==> config.mk <==
export PLATFORM = sky130hd
export DESIGN_NAME = window_gen_flat
export DESIGN_NICKNAME = d
export VERILOG_FILES = /design/src/rtl/window_gen_if.sv /design/src/rtl/window_gen.sv /design/src/flat_wrapper.sv
export SDC_FILE = /design/constraint.sdc
export NUM_CORES = 1
export LEC_CHECK = 0
export ABC_AREA = 1
export CAP_MARGIN = 10
export CORE_MARGIN = 5
export CORE_UTILIZATION = 55
export DETAILED_ROUTE_END_ITERATION = 8
export GPL_TIMING_DRIVEN = 0
export PLACE_DENSITY = 0.71
export SLEW_MARGIN = 20
export SYNTH_ARGS = -nofsm -noshare
export SYNTH_HDL_FRONTEND = slang
export SYNTH_SLANG_ARGS = --single-unit
==> constraint.sdc <==
create_clock -name clk -period 17.3 [get_ports clk]
set_input_delay 1.73 -clock clk [delete_from_list [all_inputs] [get_ports clk]]
set_output_delay 1.73 -clock clk [all_outputs]
set_load 0.02 [all_outputs]
==> src/rtl/window_gen_if.sv <==
// Pixel-in / window-out stream bundle for window_gen; the source and sink drive the master side.
interface window_gen_if #(
    parameter int I_F_BW = 8,
    parameter int CH     = 1,
    parameter int KX     = 5,
    parameter int KY     = 5
);
    logic                           i_in_valid;
    logic                           i_in_ready;
    logic [CH*I_F_BW-1:0]           i_in_pixel;
    logic                           o_window_valid;
    logic                           i_out_ready;
    logic [KY*KX*CH*I_F_BW-1:0]     o_window;
    logic                           o_last;

    modport master (
        output i_in_valid, i_in_pixel, i_out_ready,
        input  i_in_ready, o_window_valid, o_window, o_last
    );

    modport slave (
        input  i_in_valid, i_in_pixel, i_out_ready,
        output i_in_ready, o_window_valid, o_window, o_last
    );
endinterface

==> src/rtl/window_gen.sv <==
// Strided KYxKX multi-channel sliding-window generator over a raster pixel stream.
// Window valid the cycle after its completing pixel; a stalled window freezes all state and blocks input.
module window_gen #(
    parameter int I_F_BW = 8,
    parameter int CH     = 1,
    parameter int IX     = 28,
    parameter int IY     = 28,
    parameter int KX     = 5,
    parameter int KY     = 5,
    parameter int STRIDE = 1
) (
    input  logic        clk,
    input  logic        reset,
    input  logic        i_clear,
    window_gen_if.slave bus
);
    localparam int PW     = CH * I_F_BW;
    localparam int XW     = (IX > 1) ? $clog2(IX) : 1;
    localparam int YW     = (IY > 1) ? $clog2(IY) : 1;
    localparam int SW     = (STRIDE > 1) ? $clog2(STRIDE) : 1;
    localparam int LB     = (KY > 1) ? KY - 1 : 1;
    localparam int X_ANCH = KX - 1 + ((IX - KX) / STRIDE) * STRIDE;
    localparam int Y_ANCH = KY - 1 + ((IY - KY) / STRIDE) * STRIDE;

    localparam logic [XW-1:0] X_MAX   = XW'(IX - 1);
    localparam logic [XW-1:0] X_FIRST = XW'(KX - 1);
    localparam logic [XW-1:0] X_END   = XW'(X_ANCH);
    localparam logic [YW-1:0] Y_MAX   = YW'(IY - 1);
    localparam logic [YW-1:0] Y_FIRST = YW'(KY - 1);
    localparam logic [YW-1:0] Y_END   = YW'(Y_ANCH);
    localparam logic [SW-1:0] S_MAX   = SW'(STRIDE - 1);

    logic [XW-1:0] x;
    logic [YW-1:0] y;
    logic [SW-1:0] px;
    logic [SW-1:0] py;
    logic          win_vld;
    logic          win_last;
    logic          accept;
    logic          emit;
    logic          x_wrap;
    logic          y_wrap;

    logic [PW-1:0] lb  [LB][IX];
    logic [PW-1:0] win [KY][KX];
    logic [PW-1:0] col [KY];

    assign bus.i_in_ready     = !win_vld || bus.i_out_ready;
    assign bus.o_window_valid = win_vld;
    assign bus.o_last         = win_last;

    // A clear cycle swallows any beat presented alongside it.
    assign accept = bus.i_in_valid && bus.i_in_ready && !i_clear;
    assign x_wrap = (x == X_MAX);
    assign y_wrap = (y == Y_MAX);
    assign emit   = (x >= X_FIRST) && (y >= Y_FIRST) && (px == '0) && (py == '0);

    always_ff @(posedge clk or posedge reset) begin
        if (reset) begin
            x        <= '0;
            y        <= '0;
            px       <= '0;
            py       <= '0;
            win_vld  <= 1'b0;
            win_last <= 1'b0;
        end else if (i_clear) begin
            x        <= '0;
            y        <= '0;
            px       <= '0;
            py       <= '0;
            win_vld  <= 1'b0;
            win_last <= 1'b0;
        end else if (accept) begin
            win_vld  <= emit;
            win_last <= emit && (x == X_END) && (y == Y_END);
            x        <= x_wrap ? '0 : x + 1'b1;
            // Phase stays 0 until the first full-width column, then cycles through the stride.
            px       <= (x_wrap || x < X_FIRST || px == S_MAX) ? '0 : px + 1'b1;
            if (x_wrap) begin
                y  <= y_wrap ? '0 : y + 1'b1;
                py <= (y_wrap || y < Y_FIRST || py == S_MAX) ? '0 : py + 1'b1;
            end
        end else if (bus.i_out_ready) begin
            win_vld  <= 1'b0;
            win_last <= 1'b0;
        end
    end

    always_comb begin
        for (int k = 0; k < KY - 1; k++) begin
            col[k] = lb[k][x];
        end
        col[KY-1] = bus.i_in_pixel;
    end

    always_ff @(posedge clk) begin
        if (accept) begin
            for (int k = 0; k < KY - 1; k++) begin
                lb[k][x] <= col[k+1];
            end
            for (int r = 0; r < KY; r++) begin
                for (int c = 0; c < KX - 1; c++) begin
                    win[r][c] <= win[r][c+1];
                end
                win[r][KX-1] <= col[r];
            end
        end
    end

    for (genvar r = 0; r < KY; r++) begin : g_row
        for (genvar c = 0; c < KX; c++) begin : g_col
            assign bus.o_window[(r*KX+c)*PW +: PW] = win[r][c];
        end
    end
endmodule

==> src/flat_wrapper.sv <==
// flat-port wrapper written by rule: the top's interface ports become plain ports
module window_gen_flat 
#(
    parameter int I_F_BW = 8,
    parameter int CH     = 1,
    parameter int IX     = 28,
    parameter int IY     = 28,
    parameter int KX     = 5,
    parameter int KY     = 5,
    parameter int STRIDE = 1
)
  (clk, reset, i_clear, bus_i_in_valid, bus_i_in_pixel, bus_i_out_ready, bus_i_in_ready, bus_o_window_valid, bus_o_window, bus_o_last);
  window_gen_if #(.I_F_BW(I_F_BW), .CH(CH), .KX(KX), .KY(KY)) bus_i ();
  input  logic clk;
  input  logic reset;
  input  logic i_clear;
  input wire logic [$bits(bus_i.i_in_valid)-1:0] bus_i_in_valid;
  input wire logic [$bits(bus_i.i_in_pixel)-1:0] bus_i_in_pixel;
  input wire logic [$bits(bus_i.i_out_ready)-1:0] bus_i_out_ready;
  output wire logic [$bits(bus_i.i_in_ready)-1:0] bus_i_in_ready;
  output wire logic [$bits(bus_i.o_window_valid)-1:0] bus_o_window_valid;
  output wire logic [$bits(bus_i.o_window)-1:0] bus_o_window;
  output wire logic [$bits(bus_i.o_last)-1:0] bus_o_last;
  assign bus_i.i_in_valid = bus_i_in_valid;
  assign bus_i.i_in_pixel = bus_i_in_pixel;
  assign bus_i.i_out_ready = bus_i_out_ready;
  assign bus_i_in_ready = bus_i.i_in_ready;
  assign bus_o_window_valid = bus_i.o_window_valid;
  assign bus_o_window = bus_i.o_window;
  assign bus_o_last = bus_i.o_last;
  window_gen #(.I_F_BW(I_F_BW), .CH(CH), .IX(IX), .IY(IY), .KX(KX), .KY(KY), .STRIDE(STRIDE)) u_core (.clk(clk), .reset(reset), .i_clear(i_clear), .bus(bus_i));
endmodule
==> metrics.md <==
| Metric | Value |
|---|---|
| First-pass GRT wire length | 176100 um |
| Leak | 0.02225 uW |
| Final ANT Viol Nets | 0 |
| # port buffers | 215 |
| Via count | 30010 |
| Synth top cells by count | 1433 x nand2_1, 1096 x edfxtp_1, 721 x inv_1 |
| Synth warn | 0 |
| Most numerous cell in the Yosys netlist | nand2_1 |
| PnR worst setup slack | 12.58 ns |
| Worst setup SP type | input port |
| CP max FO | 3 |
| Final hold violation count | 0 |
| Antenna violations before repair | 5 |
| GPL Wtd Cong | 0.8805 |
| Clock tree buffer depth | 3 |
| Height of the die | 297.2 um |
| Cell accounting for the most synthesized area | edfxtp_1 |
| Crit-path slowest cell | clkdlybuf4s50_1 |
| Hold Path Stages | 0 |
| Crit. End Element | output port |
| Largest net degree at the start of global routing | 35 |
| # fillers | 5955 |
| Synth cell types | 24 |
| Seq/Total Area, Yosys | 73.34% |
| Max frequency | 0.2121 GHz |
| RSZ-0062 raised after global routing | false |
| Max-Cap Viols | 0 |
| Comb power frac | 8.5% |
| Share of cells above drive strength 1 | 8.431% |
| Synth-to-layout area growth | 17.77% |
| Root Driver | clkbuf_16 |
| Post-DR wirelength/cell | 21.33 um |
| # nets final | 4454 |
| Clk sinks | 1110 |
| Remaining Overflow, GRT | 0 |
| Status | finished clean |
| Routed WL | 119200 um |
| Mapped Cells | 4066 |
| Initial DRC count | 3474 |
| Vias/cell | 5.368 |
| H-tree levels | 3 |
| Initial Util | 55.32% |
| Hold crit path type | flip-flop to flip-flop |
| Ports | 216 |
| P per Cell Area | 108.4 nW/um^2 |
| Skew final | 0.02288 ns |
| Register-to-Register Path Depth | 9 |
| CP Cell Sequence | clkdlybuf4s50_1 > inv_1 > nand2_1 > clkdlybuf4s50_1 |
| Iteration count of the initial detailed-routing pass | 8 |
| Top cells by area, synth | edfxtp_1 73%, nand2_1 12%, inv_1 6.0%, nand3_1 5.0%, buf_2 1.1% |
| Reg power frac | 53.0% |
| Vias in the first global route | 28820 |
| Setup violators final | 0 |
| Yosys top cell area share | 72.57% |
| Post-synth top flop | edfxtp_1 |
| Fin crit share | 27.26% |
| Worst skew pair latency | 0.67 ns |
| Overall Power | 5789 uW |
| Mapped Area | 45350 um^2 |
| Final Critical Period | 4.715 ns |
| Syn_area_per_cell | 11.15 um^2 |
| Max-slew headroom | 24.45% |
| Drc violations | 0 |
| Switching fraction of total power | 23.30% |
| P_int | 4440 uW |
| Chip width | 297.2 um |
| #FFs+latches synth | 1110 |
| WP data arrival | 2.99 ns |
| Final hold slack | 0.4370 ns |
| Setup TNS Final | 0 ns |
| Post-CTS Setup Bufs | 0 |
| Post-synth EDFFs | 1096 |
| Post-Syn Nets | 4085 |
| Critical Path RT | 15.57 ns |
| # rows | 105 |
| Worst slew pin tran | 1.130 ns |
| Largest stage delay, worst path | 0.64 ns |
| Peak VDD IR | 0.08637 mV |
| Post_cts resized | 0 |
| Detailed placement HPWL | 80000 um |
| Switching power of the nets | 1349 uW |
| Final core occ | 65.15% |
| Count of pins over their slew limit | 0 |
| Hold-fix buffers, CTS | 0 |
| CTS tree | yes |
| Core box area | 81980 um^2 |
| Post-synthesis async set-or-reset flop share | 1.261% |
| Crit-path most repeated cell | clkdlybuf4s50_1 |
| Power share of the clock group | 38.5% |
| Kind of critical path | input port to output port |
| Setup WS pre-CTS | 12.51 ns |
| GRT Resource Usage Total | 26.50% |
| Die area | 88300 um^2 |
| Clock-pin slew on the worst setup and hold paths | 0.06 ns |
| Cts bufs inserted | 109 |
power groups by stage:
stage / Clock [uW] / Sequential [uW] / Combinational [uW]
finish: 2230 / 3070 / 492
global route: 2380 / 3070 / 523
CTS: 2250 / 3070 / 484
detailed placement: 0 / 3120 / 482
global placement: 0 / 3130 / 462
floorplan: 0 / 3150 / 232
metal layers:
layer / vias up / part of all wire [%] / track usage, %
li1: 13830 / - / -
met1: 14300 / 38 / 34.88
met2: 1615 / 49 / 45.02
met3: 254 / 10 / 4.649
met4: 4 / 3.3 / 9.277
met5: - / 0.023 / 0
worst max-delay path, delay by kind of cell:
| kind | cells | cell delay, ns |
|---|---|---|
| buf+inv | 3 | 1.16 |
| simple gates | 1 | 0.10 |
kinds of logic after synthesis:
group	count (synthesis)	synth area share (%)
AND/OR/NAND/NOR	2005	18.00
flip-flops	1110	73.34
buffers and inverters	900	7.970
AO/OA/AOI/OAI	43	0.4800
adder cells (fa/ha/maj)	6	0.1655
XOR/XNOR	2	0.03863
per-stage QoR:
step | cell area [um^2] | instances
after CTS | 53390 | 5589
after global placement | 48840 | 5351
after global routing | 53410 | 5589
after detailed placement | 50060 | 5394
after floorplan | 45350 | 4066
final | 53410 | 5590
layout make-up:
cell class	instances	area [um^2]	area share [%]
Buffer	171	878.3	1.644
Tap cell	1070	1339	2.507
Multi-Input combinational cell	2056	8733	16.35
Timing Repair Buffer	258	3136	5.871
Sequential cell	1110	33260	62.28
Antenna cell	1	2.502	0.004685
Inverter	729	2736	5.123
Clock inverter	61	481.7	0.9019
Clock buffer	134	2843	5.322
worst paths after layout:
path | startpoint | to | slack (ns)
min reg2reg | u_core.win[1][24]$_DFFE_PP_ | u_core.win[1][32]$_DFFE_PP_ | 0.44
max reg2reg | u_core.x[1]$_DFFE_PP0P_ | u_core.lb[2][55]$_DFFE_PP_ | 13.59
max | bus_i_out_ready | bus_i_in_ready | 12.58
min in group asynchronous | reset | u_core.y[0]$_DFFE_PP0P_ | 1.63
min | u_core.win[1][24]$_DFFE_PP_ | u_core.win[1][32]$_DFFE_PP_ | 0.44
max in group asynchronous | reset | u_core.x[2]$_DFFE_PP0P_ | 15.27
registers in the layout (all words and copies together) (netlist names):
| signal | cells |
|---|---|
| u_core.lb | 896 |
| u_core.win | 200 |
| u_core.x | 5 |
| u_core.y | 5 |
| u_core.bus.o_last | 1 |
| u_core.bus.o_window_valid | 1 |
| u_core.px | 1 |
| u_core.py | 1 |
cell usage in the layout, fill, tap and decap left out, types with 15 or more instances in the layout:
cell             instances
a21oi_1                 35
buf_12                  18
buf_16                  23
buf_2                  110
buf_4                   21
clkbuf_1                61
clkbuf_16              110
clkdlybuf4s50_1        207
clkinv_1                32
clkinv_2                15
edfxtp_1              1096
inv_1                  720
nand2_1               1414
nand2_2                 19
nand3_1                457
nor2_1                  74
nor2_4                  28
No activity file was read; power rests on OpenSTA's default activity.
